--- src/rtl/joystick_input.sv ---
// Joystick front-end: per-bit 2-flop sync, debounce, opposite-direction suppression,
// optional port swap and per-port change strobe. Autofire is built only with JOY_AUTOFIRE_EN.
module joystick_input #(
  parameter int NUM_PORTS       = 2,
  parameter int DEBOUNCE_CYCLES = 100000,
  parameter int CNT_BITS        = 17,
  parameter bit ACTIVE_LOW      = 1'b1,
  parameter int AUTOFIRE_PERIOD = 2000000
) (
  input  logic                     clk,
  input  logic                     rst_n,
  input  logic [0:5*NUM_PORTS-1]   joy_raw,
  input  logic                     swap_ports,
  input  logic [0:NUM_PORTS-1]     autofire,
  output logic [0:5*NUM_PORTS-1]   joy_out,
  output logic [0:NUM_PORTS-1]     changed
);

  localparam int NB = 5 * NUM_PORTS;
  localparam logic [CNT_BITS-1:0] CNT_LAST = CNT_BITS'(DEBOUNCE_CYCLES - 1);

  logic [0:NB-1]       sync_p0;
  logic [0:NB-1]       sync_p1;
  logic [0:NB-1]       pressed;
  logic [0:NB-1]       stable_p2;
  logic [CNT_BITS-1:0] db_cnt [NB];
  logic [0:NUM_PORTS-1] fire_out;
  logic [0:NB-1]       proc;
  logic [0:NB-1]       next_out;

  // Stage p0/p1: two-flop synchroniser, preset to the released pin level
  always_ff @(posedge clk or negedge rst_n) begin
    if (!rst_n) begin
      sync_p0 <= {NB{ACTIVE_LOW}};
      sync_p1 <= {NB{ACTIVE_LOW}};
    end else begin
      sync_p0 <= joy_raw;
      sync_p1 <= sync_p0;
    end
  end

  assign pressed = ACTIVE_LOW ? ~sync_p1 : sync_p1;

  // Stage p2: per-bit debounce; any return to the stable level restarts the count
  always_ff @(posedge clk or negedge rst_n) begin
    if (!rst_n) begin
      stable_p2 <= '0;
      for (int i = 0; i < NB; i++) db_cnt[i] <= '0;
    end else begin
      for (int i = 0; i < NB; i++) begin
        if (pressed[i] == stable_p2[i]) begin
          db_cnt[i] <= '0;
        end else if (db_cnt[i] == CNT_LAST) begin
          stable_p2[i] <= pressed[i];
          db_cnt[i]    <= '0;
        end else begin
          db_cnt[i] <= db_cnt[i] + CNT_BITS'(1);
        end
      end
    end
  end

`ifdef JOY_AUTOFIRE_EN
  localparam int AF_BITS = (AUTOFIRE_PERIOD > 1) ? $clog2(AUTOFIRE_PERIOD) : 1;
  localparam logic [AF_BITS-1:0] AF_LAST = AF_BITS'(AUTOFIRE_PERIOD - 1);

  logic [AF_BITS-1:0]   af_cnt [NUM_PORTS];
  logic [0:NUM_PORTS-1] af_phase;

  // Phase 0 means "pressed", so the first output cycle after acceptance shows fire
  always_ff @(posedge clk or negedge rst_n) begin
    if (!rst_n) begin
      af_phase <= '0;
      for (int p = 0; p < NUM_PORTS; p++) af_cnt[p] <= '0;
    end else begin
      for (int p = 0; p < NUM_PORTS; p++) begin
        if (!(stable_p2[5*p] && autofire[p])) begin
          af_cnt[p]   <= '0;
          af_phase[p] <= 1'b0;
        end else if (af_cnt[p] == AF_LAST) begin
          af_cnt[p]   <= '0;
          af_phase[p] <= ~af_phase[p];
        end else begin
          af_cnt[p] <= af_cnt[p] + AF_BITS'(1);
        end
      end
    end
  end

  always_comb begin
    fire_out = '0;
    for (int p = 0; p < NUM_PORTS; p++) fire_out[p] = stable_p2[5*p] & ~af_phase[p];
  end
`else
  logic unused_autofire;
  assign unused_autofire = ^autofire;

  always_comb begin
    fire_out = '0;
    for (int p = 0; p < NUM_PORTS; p++) fire_out[p] = stable_p2[5*p];
  end
`endif

  // Opposing directions cancel; fire passes straight through
  always_comb begin
    proc = '0;
    for (int p = 0; p < NUM_PORTS; p++) begin
      proc[5*p]     = fire_out[p];
      proc[5*p + 1] = stable_p2[5*p + 1] & ~stable_p2[5*p + 2];
      proc[5*p + 2] = stable_p2[5*p + 2] & ~stable_p2[5*p + 1];
      proc[5*p + 3] = stable_p2[5*p + 3] & ~stable_p2[5*p + 4];
      proc[5*p + 4] = stable_p2[5*p + 4] & ~stable_p2[5*p + 3];
    end
  end

  generate
    if (NUM_PORTS >= 2) begin : g_swap
      always_comb begin
        next_out = proc;
        if (swap_ports) begin
          next_out[0:4] = proc[5:9];
          next_out[5:9] = proc[0:4];
        end
      end
    end else begin : g_noswap
      logic unused_swap;
      assign unused_swap = swap_ports;
      assign next_out    = proc;
    end
  endgenerate

  // Stage p3: output register; changed is computed against the value being replaced
  always_ff @(posedge clk or negedge rst_n) begin
    if (!rst_n) begin
      joy_out <= '0;
      changed <= '0;
    end else begin
      joy_out <= next_out;
      for (int p = 0; p < NUM_PORTS; p++)
        changed[p] <= (next_out[5*p +: 5] != joy_out[5*p +: 5]);
    end
  end

endmodule

--- config.mk ---
export PLATFORM = sky130hd
export DESIGN_NAME = joystick_input
export DESIGN_NICKNAME = d
export VERILOG_FILES = /design/src/rtl/joystick_input.sv
export SDC_FILE = /design/constraint.sdc
export NUM_CORES = 1
export LEC_CHECK = 0
export ABC_AREA = 1
export BUFFER_PORTS_ARGS = -buffer_cell sky130_fd_sc_hd__buf_2
export CAP_MARGIN = 20
export CORE_MARGIN = 5
export CORE_UTILIZATION = 30
export CTS_CLUSTER_SIZE = 20
export DETAILED_ROUTE_END_ITERATION = 12
export GPL_TIMING_DRIVEN = 0
export MAX_ROUTING_LAYER = met4
export PLACE_DENSITY = 0.44
export SETUP_SLACK_MARGIN = 0.2
export SYNTH_ARGS = -nofsm -noshare
export SYNTH_HDL_FRONTEND = slang
export SYNTH_SLANG_ARGS = --single-unit
--- constraint.sdc ---
create_clock -name clk -period 1.2 [get_ports clk]
set_input_delay 0.06 -clock clk [delete_from_list [all_inputs] [get_ports clk]]
set_output_delay 0.06 -clock clk [all_outputs]
set_load 0.02 [all_outputs]
==> results of run 1 <==
[registers in the layout, indices dropped and copies added, names as in the netlist]
register   count
changed        2
db_cnt       170
sync_p0       10
sync_p1       10
joy_out       10
stable_p2     10
[worst min-delay path by stage]
stage / start / endpoint / depth (start not counted)
final: rst_n / db_cnt[152] / 1
after global routing: rst_n / db_cnt[152] / 1
after CTS: rst_n / db_cnt[152] / 1
after detailed placement: joy_raw[6] / sync_p0[6] / 1
after global placement: joy_raw[5] / sync_p0[5] / 1
after floorplan: rst_n / changed[0] / 0
[metal layers]
metal / share of wire [%] / track usage [%]
met4: 2.1 / 3.10
met3: 2.6 / 2.37
met1: 47 / 17.6
met5: 0 / -
met2: 48 / 22.5
[through the flow]
stage | setup WS (ns) | total power [W] | hold WS (ns)
global placement | -4.37 | 0.00813 | 0.166
global route | -0.229 | 0.0174 | -0.351
finish | -0.165 | 0.0166 | -0.433
detailed placement | -0.305 | 0.00815 | 0.166
CTS | -0.153 | 0.0169 | -0.395
floorplan | -0.104 | 0.00785 | -0.236
[report_power, final]
part	switching [W]	internal, W	total (W)	leakage (nW)
Combinational	0.000588	0.000456	0.00104	3.26
Sequential	0.000140	0.00730	0.00744	2.81
Clock	0.00307	0.00507	0.00814	0.445
Total	0.00380	0.0128	0.0166	6.52
[area by class of cell]
class | count | area share, %
multi-input combinational | 1078 | 44.5
sequential | 212 | 33.9
timing repair buffer | 157 | 8.80
clock buffer | 42 | 5.18
tap | 468 | 3.69
inverter | 132 | 3.39
clock inverter | 5 | 0.473
buffer | 1 | 0.0316
[cell families after synthesis]
family          share of synthesized area, %
xor+xnor                                5.74
simple gates                            38.2
fa+ha+maj                               1.13
flops                                   48.0
buf+inv                                 4.51
compound gates                          2.38
[placed cells by master (no fill, tap or decap), types with 48 or more instances in the layout]
cell type and instances:
nand2_1 278, nor2_1 215, dfrtp_1 157, inv_1 102, buf_4 90, nor2_2 88, nand3_1 77, nor2_4 60
nand2_2 53, xor2_1 48
[repair_timing]
| item | in CTS | in global routing |
|---|---|---|
| cloned | 6 | 0 |
| gates resized for setup | 231 | 215 |
| setup endpoints to repair | 194 | 194 |
| pin swaps | 92 | 106 |
| endpoints found under the hold margin | 112 | 93 |
| setup buffers | 82 | 40 |
==> impl_metrics.env, run 1 <==
export IMPL_placementRows=70
export IMPL_hold_viol=95
export IMPL_finish_utilization_pct=43.3
export IMPL_tightest_slew_ns=0.803
export IMPL_ys_flop_type="dfrtp_1"
export IMPL_path_buf_inv=0
export IMPL_r2r_end="db_cnt[16]"
export IMPL_regArea_mm2=0.00537
export IMPL_fin_hold_ws_ns=-0.433
export IMPL_critPathCaptureType="flop"
export IMPL_async_reset_ff_share_pct=100
export IMPL_setup_violations=135
export IMPL_cp_arrival_ns=1.79
export IMPL_multi_input_area_mm2=0.00707
export IMPL_rsz0062_at_grt="yes"
export IMPL_antenna_found_initial=0
export IMPL_fillerInstances=3616
export IMPL_grt_pass1_vias=9384
export IMPL_cts_tree="built"
export IMPL_cp_depth=8
export IMPL_yosysWarningCount=0
export IMPL_grtUsageTotal_pct=13.6
export IMPL_slowest_delay_ns=0.41
export IMPL_worst_slack_ns=-0.165
export IMPL_yosysTopAreaCellShare_pct=43.3
export IMPL_status="finished with violations"
export IMPL_slowest_stage="dfrtp_1"
export IMPL_required_ns=1.62
export IMPL_slew_violations=0
export IMPL_gp_congestion=0.822
export IMPL_yosys_area_top_type="dfrtp_1"
export IMPL_core_area_mm2=0.0366
export IMPL_synth_seq_cells=212
export IMPL_relSlewSlack_pct=46.4
export IMPL_cp_cell_sequence="ha_4, nand2_4, nor2_4, nand2_2, nor2_2, nand2_2, nand2_4, nor2_1"
export IMPL_post_drt_via_cell_ratio=4.53
export IMPL_final_nets=1633
export IMPL_reg2reg_setup_slack_ns=-0.16
export IMPL_crit_path_start_kind="flop"
export IMPL_start_util_pct=30.3
export IMPL_maxCapViolations=0
export IMPL_synth_edf_count=0
export IMPL_synthDistinctLibCells=31
export IMPL_dr_total_vias=9500
export IMPL_syn_inst=1417
export IMPL_violations="hold timing, setup timing"
export IMPL_cts_buffers=26
export IMPL_antenna_cells=0
export IMPL_syn_nets=1442
export IMPL_hold_class="in2async"
export IMPL_fp_dieArea_mm2=0.0410
export IMPL_crit_type="reg2reg"
export IMPL_wire_per_inst_um=13.2
export IMPL_drtPass1Iterations=6
export IMPL_fin_area_mm2=0.0159
export IMPL_drive_gt1_share_pct=40.0
export IMPL_clock_skew_ns=0.00707
export IMPL_endpoint="db_cnt[16]"
export IMPL_clock_path_buffers=3
export IMPL_clock_latency_ns=0.54
export IMPL_numPortBuffers=24
export IMPL_dp_cells=1910
export IMPL_cts_htree_levels=1
export IMPL_die_y_um=202
export IMPL_drc=0
export IMPL_clock_sinks=212
export IMPL_finalWirelength_um=27700
export IMPL_fin_crit_ns=1.36
export IMPL_io_pins=27
export IMPL_synth_most_common_cell="nand2_1"
export IMPL_ys_seq_area_share_pct=48.0
export IMPL_rr_worst_depth=8
export IMPL_setup_tns_ns=-13.00
export IMPL_grt_max_degree=113
export IMPL_yosys_top_cells_area="dfrtp_1, nand2_1, nor2_1"
export IMPL_drtIter0Drc=365
export IMPL_netlist_top_cells_count="nand2_1, nor2_1, dfrtp_1"
export IMPL_crit_family="simple AND/OR/NAND/NOR gates"
export IMPL_fmax_ghz=0.733
export IMPL_critPathLaunch="db_cnt[0]"
export IMPL_syn_cell_area_mm2=0.0111
export IMPL_hpwl_um=17600
export IMPL_detail_route_antenna_nets=0
export IMPL_critPathMaxFanout=8
export IMPL_r2r_start="db_cnt[0]"
export IMPL_ctsHoldBuffers=10
export IMPL_cts_reportedPaths_clkPinSlew_ns=0.06
export IMPL_fin_crit_sh_pct=114
export IMPL_leakagePower_nw=6.52
export IMPL_avgSynthCellArea_um2=7.84
export IMPL_grt_ovfl_total=0
export IMPL_die_width_um=202
export IMPL_clockRootBuffer="clkbuf_16"
export IMPL_p_per_area_mw_per_mm2=1050
export IMPL_layoutNonFillerInstCount=2095
export IMPL_placed_area_mm2=0.0122
export IMPL_peakVddDrop_v=0.000841
export IMPL_grt_pass1_wl_um=46000
export IMPL_area_delta_synth_final_pct=42.8
(Power assumes the default switching activity.)
==> run 2: changes to the inputs <==
CAP_MARGIN = 10   (was 20)
CTS_BUF_LIST = sky130_fd_sc_hd__clkbuf_8   (was unset)
==> impl_metrics.env, run 2 (synthesized netlist as in run 1, its figures left out) <==
export IMPL_crit_type="reg2reg"
export IMPL_cts_htree_levels=2
export IMPL_post_drt_via_cell_ratio=4.51
export IMPL_cp_arrival_ns=1.81
export IMPL_rsz0062_at_grt="yes"
export IMPL_status="finished with violations"
export IMPL_grt_pass1_vias=9523
export IMPL_slew_violations=0
export IMPL_core_area_mm2=0.0366
export IMPL_drtPass1Iterations=5
export IMPL_gp_congestion=0.822
export IMPL_die_y_um=202
export IMPL_area_delta_synth_final_pct=42.4
export IMPL_clock_sinks=212
export IMPL_dr_total_vias=9631
export IMPL_tightest_slew_ns=0.798
export IMPL_drc=0
export IMPL_grtUsageTotal_pct=13.9
export IMPL_drtIter0Drc=366
export IMPL_cts_tree="built"
export IMPL_hold_viol=98
export IMPL_clockRootBuffer="clkbuf_8"
export IMPL_clock_skew_ns=0.0204
export IMPL_setup_tns_ns=-15.19
export IMPL_met1_length_um=12800
export IMPL_start_util_pct=30.3
export IMPL_drive_gt1_share_pct=39.6
export IMPL_top_layer="met4"
export IMPL_hold_class="in2async"
export IMPL_dr_wl_met2_um=13700
export IMPL_relSlewSlack_pct=46.8
export IMPL_numPortBuffers=24
export IMPL_largest_register="db_cnt"
export IMPL_critPathMaxFanout=5
export IMPL_hpwl_um=17600
export IMPL_maxCapViolations=0
export IMPL_fin_crit_ns=1.37
export IMPL_grt_pass1_wl_um=46400
export IMPL_final_nets=1657
export IMPL_cts_reportedPaths_clkPinSlew_ns=0.06
export IMPL_clock_latency_ns=0.56
export IMPL_cts_buffers=42
export IMPL_placementRows=70
export IMPL_setup_violations=145
export IMPL_fin_hold_ws_ns=-0.443
export IMPL_fp_dieArea_mm2=0.0410
export IMPL_required_ns=1.64
export IMPL_fmax_ghz=0.727
export IMPL_critPathCaptureType="flop"
export IMPL_leakagePower_nw=6.54
export IMPL_peakVddDrop_v=0.000604
export IMPL_violations="hold timing, setup timing"
export IMPL_fin_crit_sh_pct=115
export IMPL_wl_met3_um=997
export IMPL_clock_path_buffers=3
export IMPL_final_common_cell="nand2_1"
export IMPL_finalWirelength_um=28300
export IMPL_layout_common_cells="nand2_1, nor2_1, dfrtp_1"
export IMPL_grt_ovfl_total=0
export IMPL_ctsHoldBuffers=10
export IMPL_antenna_cells=0
export IMPL_worst_slack_ns=-0.175
export IMPL_crit_path_start_kind="flop"
export IMPL_largest_reg_flops=170
export IMPL_grt_max_degree=113
export IMPL_p_total_w=0.0160
export IMPL_io_pins=27
export IMPL_die_width_um=202
export IMPL_antenna_found_initial=0
export IMPL_wire_per_inst_um=13.2
export IMPL_detail_route_antenna_nets=0
export IMPL_p_per_area_mw_per_mm2=1010
## run 2: per-layer routing
metal / vias up / track usage [%]
met4: 0 / 4.51
met3: 59 / 2.82
met2: 109 / 22.8
li1: 4926 / -
met1: 4537 / 17.4
met5: - / -
## run 2: layout make-up
class | count | area, um2
tap | 468 | 586
buffer | 1 | 5.00
clock inverter | 27 | 159
timing repair buffer | 165 | 1470
multi-input combinational | 1078 | 6990
fill | 3642 | 20800
inverter | 132 | 533
sequential | 212 | 5370
clock buffer | 51 | 702
## run 2: repair_timing
item,in CTS,in global routing
endpoints found under the hold margin,114,96
pin swaps,93,95
buffers inserted,89,41
gates cloned,6,0
setup endpoints to repair,194,194
gates resized for setup,231,202
## run 2: report_power, final
group	total (W)	internal, W	switching (W)
Clock	0.00749	0.00426	0.00323
Combinational	0.00108	0.000478	0.000599
Sequential	0.00744	0.00730	0.000143
## run 2: final timing paths
path,endpoint,from,depth (start not counted),slack [ns]
setup / recovery,db_cnt[128],db_cnt[119],8,-0.17
hold / removal,db_cnt[146],rst_n,1,-0.44
hold reg to reg,sync_p1[4],sync_p0[4],0,0.35
min in group clk,joy_out[0],swap_ports,4,-0.04
max in group asynchronous,db_cnt[156],rst_n,2,0.58
setup reg to reg,db_cnt[128],db_cnt[119],8,-0.17
## run 2: critical path: stages, from the launching register on
cell and delay (ns):
dfrtp_1 0.41, ha_4 0.18, nand2_4 0.06, nor2_4 0.11, nand2_2 0.09, nor2_4 0.11, nand2_4 0.11, nand2_8 0.13
nor2_1 0.06
## run 2: metrics by stage
step / hold WS, ns / cell area (um2) / worst slack (ns) / utilization, % / instances
finish: -0.443 / 15800 / -0.175 / 43.2 / 2134
global route: -0.381 / 15800 / -0.249 / 43.2 / 2134
CTS: -0.434 / 14800 / -0.154 / 40.3 / 2093
detailed placement: 0.166 / 12200 / -0.305 / 33.3 / 1910
global placement: 0.166 / 12100 / -4.37 / 33.2 / 1909
floorplan: -0.236 / 11400 / -0.104 / - / 1417
